--- config.mk ---
export PLATFORM = sky130hd
export DESIGN_NAME = image_uart_sender_flat
export DESIGN_NICKNAME = d
export VERILOG_FILES = /design/src/rtl/image_uart_sender_if.sv /design/src/rtl/image_uart_sender.sv /design/src/flat_wrapper.sv
export SDC_FILE = /design/constraint.sdc
export NUM_CORES = 1
export LEC_CHECK = 0
export CAP_MARGIN = 20
export CELL_PAD_IN_SITES_DETAIL_PLACEMENT = 0
export CELL_PAD_IN_SITES_GLOBAL_PLACEMENT = 1
export CORE_MARGIN = 10
export CORE_UTILIZATION = 45
export DETAILED_ROUTE_END_ITERATION = 6
export PLACE_DENSITY_LB_ADDON = 0.1
export SLEW_MARGIN = 15
export SYNTH_ARGS = -nofsm -noshare
export SYNTH_HDL_FRONTEND = slang
export SYNTH_SLANG_ARGS = --single-unit
export TNS_END_PERCENT = 10
--- constraint.sdc ---
create_clock -name clock -period 2.9 [get_ports clock]
set_input_delay 0.435 -clock clock [delete_from_list [all_inputs] [get_ports clock]]
set_output_delay 0.435 -clock clock [all_outputs]
set_load 0.03 [all_outputs]
--- src/rtl/image_uart_sender_if.sv ---
// Image memory read bus between the UART sender and the frame store.
// The sender issues readEnable/readAddr; the memory answers with readData
// one cycle later.
interface image_uart_sender_if #(
  parameter int ADDR_WIDTH = 19,
  parameter int BIT_DEPTH  = 12
);
  logic                  readEnable;
  logic [ADDR_WIDTH-1:0] readAddr;
  logic [BIT_DEPTH-1:0]  readData;

  modport master (
    output readEnable,
    output readAddr,
    input  readData
  );

  modport slave (
    input  readEnable,
    input  readAddr,
    output readData
  );
endinterface

--- src/rtl/image_uart_sender.sv ---
// Streams a full image frame out of a UART, one pixel at a time.
// Each pixel is fetched from memory and sent as two bytes: the high part
// (pixel bits above bit 7, zero-extended) followed by the low byte.
// Frames are 8N1, LSB first, back to back with no idle gap.
module image_uart_sender #(
  parameter int ADDR_WIDTH   = 19,
  parameter int BIT_DEPTH    = 12,
  parameter int NUM_PIXELS   = 307200,
  parameter int CLKS_PER_BIT = 434
) (
  input  logic clock,
  input  logic reset,
  input  logic start,
  output logic done,
  output logic busy,
  output logic tx,
  image_uart_sender_if.master memBus
);

  localparam int BAUD_W = (CLKS_PER_BIT > 1) ? $clog2(CLKS_PER_BIT) : 1;
  localparam logic [BAUD_W-1:0]     BAUD_LAST  = BAUD_W'(CLKS_PER_BIT - 1);
  localparam logic [ADDR_WIDTH-1:0] LAST_PIXEL = ADDR_WIDTH'(NUM_PIXELS - 1);
  localparam logic [3:0]            STOP_BIT   = 4'd9;

  typedef enum logic [2:0] {
    IDLE,
    FETCH,
    LATCH,
    SEND_HI,
    SEND_LO,
    DONE
  } stateType;

  stateType state;
  stateType nextState;

  logic [BAUD_W-1:0]     baudCount;
  logic [3:0]            bitIndex;
  logic [ADDR_WIDTH-1:0] pixelCount;
  logic [BIT_DEPTH-1:0]  pixelReg;

  logic        sending;
  logic        bitDone;
  logic        frameEnd;
  logic [15:0] pixelWide;
  logic [7:0]  txByte;
  logic [15:0] txFrame;

  // A UART bit ends on the last baud tick; a byte frame ends after the stop bit
  always_comb begin
    sending  = (state == SEND_HI) || (state == SEND_LO);
    bitDone  = sending && (baudCount == BAUD_LAST);
    frameEnd = bitDone && (bitIndex == STOP_BIT);
  end

  // State register, cleared straight to IDLE by reset
  always_ff @(posedge clock or posedge reset) begin
    if (reset) begin
      state <= IDLE;
    end else begin
      state <= nextState;
    end
  end

  // Next-state sequencing: fetch, latch, two byte frames, repeat per pixel
  always_comb begin
    nextState = state;
    case (state)
      IDLE:    if (start) nextState = FETCH;
      FETCH:   nextState = LATCH;
      LATCH:   nextState = SEND_HI;
      SEND_HI: if (frameEnd) nextState = SEND_LO;
      SEND_LO: begin
        if (frameEnd) begin
          nextState = (pixelCount == LAST_PIXEL) ? DONE : FETCH;
        end
      end
      DONE:    nextState = IDLE;
      default: nextState = IDLE;
    endcase
  end

  // Pixel counter and pixel capture register
  always_ff @(posedge clock or posedge reset) begin
    if (reset) begin
      pixelCount <= '0;
      pixelReg   <= '0;
    end else begin
      case (state)
        IDLE: begin
          if (start) pixelCount <= '0;
        end
        LATCH: begin
          pixelReg <= memBus.readData;
        end
        SEND_LO: begin
          if (frameEnd && (pixelCount != LAST_PIXEL)) begin
            pixelCount <= pixelCount + ADDR_WIDTH'(1);
          end
        end
        default: begin
        end
      endcase
    end
  end

  // Baud tick counter and bit position within the current byte frame
  always_ff @(posedge clock or posedge reset) begin
    if (reset) begin
      baudCount <= '0;
      bitIndex  <= '0;
    end else if (!sending) begin
      baudCount <= '0;
      bitIndex  <= '0;
    end else if (bitDone) begin
      baudCount <= '0;
      bitIndex  <= (bitIndex == STOP_BIT) ? 4'd0 : bitIndex + 4'd1;
    end else begin
      baudCount <= baudCount + BAUD_W'(1);
    end
  end

  // Serial line: start bit, 8 data bits LSB first, stop bit; high otherwise
  always_comb begin
    pixelWide = 16'(pixelReg);
    txByte    = (state == SEND_HI) ? pixelWide[15:8] : pixelWide[7:0];
    txFrame   = {6'b111111, txByte, 1'b0};
    tx        = sending ? txFrame[bitIndex] : 1'b1;
  end

  // Status and memory strobes decoded from state; the address only moves
  // when the counter does, so it holds between fetches
  always_comb begin
    done              = (state == DONE);
    busy              = (state != IDLE);
    memBus.readEnable = (state == FETCH);
    memBus.readAddr   = pixelCount;
  end

endmodule

--- src/flat_wrapper.sv ---
// flat-port wrapper written by rule: the top's interface ports become plain ports
module image_uart_sender_flat 
#(
  parameter int ADDR_WIDTH   = 19,
  parameter int BIT_DEPTH    = 12,
  parameter int NUM_PIXELS   = 307200,
  parameter int CLKS_PER_BIT = 434
)
  (clock, reset, start, done, busy, tx, memBus_readEnable, memBus_readAddr, memBus_readData);
  image_uart_sender_if #(.ADDR_WIDTH(ADDR_WIDTH), .BIT_DEPTH(BIT_DEPTH)) memBus_i ();
  input  logic clock;
  input  logic reset;
  input  logic start;
  output logic done;
  output logic busy;
  output logic tx;
  output wire logic [$bits(memBus_i.readEnable)-1:0] memBus_readEnable;
  output wire logic [$bits(memBus_i.readAddr)-1:0] memBus_readAddr;
  input wire logic [$bits(memBus_i.readData)-1:0] memBus_readData;
  assign memBus_readEnable = memBus_i.readEnable;
  assign memBus_readAddr = memBus_i.readAddr;
  assign memBus_i.readData = memBus_readData;
  image_uart_sender #(.ADDR_WIDTH(ADDR_WIDTH), .BIT_DEPTH(BIT_DEPTH), .NUM_PIXELS(NUM_PIXELS), .CLKS_PER_BIT(CLKS_PER_BIT)) u_core (.clock(clock), .reset(reset), .start(start), .done(done), .busy(busy), .tx(tx), .memBus(memBus_i));
endmodule
==> flow_metrics.py <==
metrics = {
    "global_routing": {
        "grt_pass1_wl_mm": 10.26,
        "via_count_of_the_first_global_routing_pass": 2104,
        "maximum_number_of_pins_on_one_net_before_global_route_repair": 25,
        "grt_antenna_before_repair": 0,
        "groute.usage.overall_pct": 14.04,
        "globalRouteOverflowTotal": 0,
    },
    "layout": {
        "fillers": 499,
        "layout-drive-gt1-share_pct": 16.15,
        "antennaDiodeCount": 0,
        "finish.cell_count_without_fillers": 363,
        "area_delta_synth_final_pct": 22.23,
        "num-nets-final": 308,
        "fin_area_um2": 3158,
    },
    "placed_design": {
        "port-buffer-count": 37,
        "gp_routability_congestion": 0.8445,
        "post-place-cells": 353,
        "place.detailed.hpwl_mm": 4.376,
        "placed_instance_area_um2": 3027,
    },
    "timing": {
        "max_slew_violation_count": 0,
        "finalHoldViolCount": 0,
        "setup_viol": 0,
        "maxSlewHeadroom_pct": 51.38,
        "worst_pin_slew_ns": 0.7270,
        "layout_min_cycle_time_ns": 2.707,
        "final.period_utilization_pct": 93.34,
        "finalSetupTns_ns": 0,
        "clock_skew_ns": 0.006222,
        "grt_setup_unrepaired": "no",
        "timing.fmax_mhz": 369.4,
    },
    "floorplanning": {
        "placeableCoreArea_um2": 5540,
        "effective_utilization_at_floorplan_pct": 46.64,
        "dieArea_um2": 9173,
        "die_x_um": 95.78,
        "pin_count": 38,
        "rows": 27,
        "chipHeight_um": 95.78,
    },
    "worst_setup_path": {
        "worstPathRequired_ns": 2.47,
        "worst_ep_arrival_time_ns": 2.27,
        "timing.critical_path.max_delay_family": "compound AO/OA/AOI/OAI gates",
        "cpMaxStageDelayCell": "dfrtp_1",
        "worstPathCellList": "and2b_1, a22oi_1, a2111oi_0, a21oi_1, o311ai_1, dlygate4sd2_1",
        "critical_path_buf_inv_count": 1,
        "cp_slowest_stage_delay_ns": 0.55,
        "critical_path_source_type": "register",
        "critPathMaxFanout": 10,
        "rr_startpoint": "u_core.baudCount[1]$_DFF_PP0_",
        "crit_path_start": "u_core.bitIndex[0]$_DFFE_PP0P_",
        "worstSetupEndpointType": "output pin",
        "class_of_the_most_critical_setup_path": "reg2out",
    },
    "cts": {
        "maximum_buffer_depth_of_the_clock_tree": 2,
        "cts_tree": "done",
        "clkSinkCount": 47,
        "cts_made_buffers": 5,
        "cts_root_buf": "clkbuf_8",
        "clk_transition_reported_paths_ns": 0.09,
        "clock_latency_ns": 0.30,
        "cts.htree.levels": 2,
    },
    "route": {
        "ant_nets": 0,
        "viasPerCell": 5.554,
        "first_pass_iteration_count_of_the_detailed_router": 4,
        "routedWlPerCell_um": 16.49,
        "drt-initial-drc-count": 55,
        "route.final.wire_length_mm": 5.987,
        "drc_errors": 0,
        "routed-via-count": 2016,
    },
    "logic_synthesis": {
        "synth.cell_area_um2": 2584,
        "synth_seq_area_share_pct": 45.52,
        "netlist-cell-type-count": 56,
        "synth.avg_cell_area_um2": 10.38,
        "yosys_warnings": 0,
        "flops_latches_synth": 47,
        "asyncSetResetFlopFracSynth_pct": 100.0,
        "post_synth_inst_count": 249,
        "syn_nets": 267,
        "ys.flop_type": "dfrtp_1",
        "synth-edff-count": 0,
    },
    "min_path": {
        "path_category_of_the_worst_min_delay_check": "in2async",
    },
    "power": {
        "power_per_cell_area_nw_per_um2": 385.8,
        "peakVddDrop_mv": 0.1830,
        "leakagePower_nw": 1.282,
    },
    "run_status": {
        "outcome": "completed",
    },
    "run": {
        "max_cap_violations": 0,
    },
}
-- cells by family after synthesis --
logic type,after synthesis,synth area share [%]
flip-flops,47,45.52
multiplexers,16,7.361
AND/OR/NAND/NOR,98,21.99
XOR/XNOR,11,3.729
buffers and inverters,18,3.438
AO/OA/AOI/OAI,56,16.51
adder cells (fa/ha/maj),3,1.453
-- power by group --
group	internal [mW]	leakage, nW	switching (mW)
combinational	0.0266	0.694	0.0188
clock	0.279	0.0612	0.226
sequential	0.663	0.527	0.00475
-- routing by layer --
| layer | part of all wire (%) | up-vias | GRT usage [%] |
|---|---|---|---|
| met2 | 51 | 29 | 24.72 |
| met4 | 0.85 | 0 | 4.054 |
| met3 | 4.6 | 5 | 4.358 |
| met5 | 0 | - | 0 |
| met1 | 44 | 985 | 16.00 |
| li1 | - | 997 | - |
-- synthesized netlist by cell type, types with 2 or more instances --
cell type	number	share of area [%]
a2111oi_0	2	0.68
a211o_1	2	0.68
a21oi_1	14	2.7
a21oi_2	3	1.0
a22o_1	3	1.0
a31oi_1	5	1.2
a31oi_2	4	1.9
a41oi_1	4	1.4
and2_1	2	0.48
buf_2	2	0.39
buf_6	2	0.87
clkbuf_1	6	0.87
dfrtp_1	47	46
ha_1	3	1.5
inv_1	7	1.0
mux2_2	13	5.7
nand2_1	20	2.9
nand3_1	13	2.5
nand4_1	7	1.7
nor2_1	24	3.5
nor2b_1	4	0.97
nor3_1	4	0.77
nor3b_1	3	0.87
nor4_1	3	0.73
o21a_1	3	0.87
o21ai_0	5	0.97
o21ai_1	2	0.39
o22ai_1	2	0.48
or3_1	4	0.97
xnor2_1	8	2.7
xor2_1	3	1.0
-- cell usage in the layout (no fill, tap or decap), types with 5 or more instances in the layout --
master and n:
dfrtp_1 47, clkdlybuf4s50_1 36, nor2_1 24, nand2_1 20
a21oi_1 14, nand3_1 13, mux2_2 13, xnor2_1 8
buf_4 8, nand4_1 7, inv_1 6, clkbuf_8 6
o21ai_0 5, a31oi_1 5
-- per-stage QoR --
stage	hold slack, ns	total power [mW]	setup slack, ns	utilization [%]
after global placement	0.4915	0.7273	0.2757	54.63
after floorplan	0.4724	0.6990	0.5096	-
final	0.4872	1.218	0.1931	57.00
after detailed placement	0.4969	0.7285	0.2221	54.63
after CTS	0.5061	1.234	0.1767	56.73
after global routing	0.5194	1.268	0.03497	57.00
-- cell type report --
class / count / area, µm² / share of cell area (%)
clock buffers: 6 / 82.58 / 2.615
clock inverters: 2 / 35.03 / 1.109
inverters: 7 / 26.28 / 0.8320
multi-input cells: 184 / 1319 / 41.76
flip-flops and latches: 47 / 1176 / 37.24
well taps: 72 / 90.09 / 2.853
repair buffers: 45 / 429.2 / 13.59
-- flip-flops by register name (all words and copies together), names as in the netlist --
register and flops:
u_core.bitIndex 4, u_core.memBus.readAddr 19, u_core.state 3, u_core.pixelReg 12, u_core.baudCount 9
-- final timing paths --
check                      cells past startpoint  slack, ns                                    end
max                                            6       0.19                                     tx
min reg2reg                                    1       0.51         u_core.pixelReg[4]$_DFFE_PP0P_
min in group clock                             1       0.51         u_core.pixelReg[4]$_DFFE_PP0P_
max reg2reg                                    7       0.44  u_core.memBus.readAddr[7]$_DFFE_PP0P_
max in group asynchronous                      3       1.84         u_core.bitIndex[3]$_DFFE_PP0P_
min                                            2       0.49  u_core.memBus.readAddr[1]$_DFFE_PP0P_
-- what timing repair did --
action	in CTS	in global routing
pin swaps	0	1
buffers inserted	0	2
setup endpoints to repair	1	1
gates resized for setup	1	0
hold buffers	0	0
Note: power is estimated with default switching activity, not from simulation.
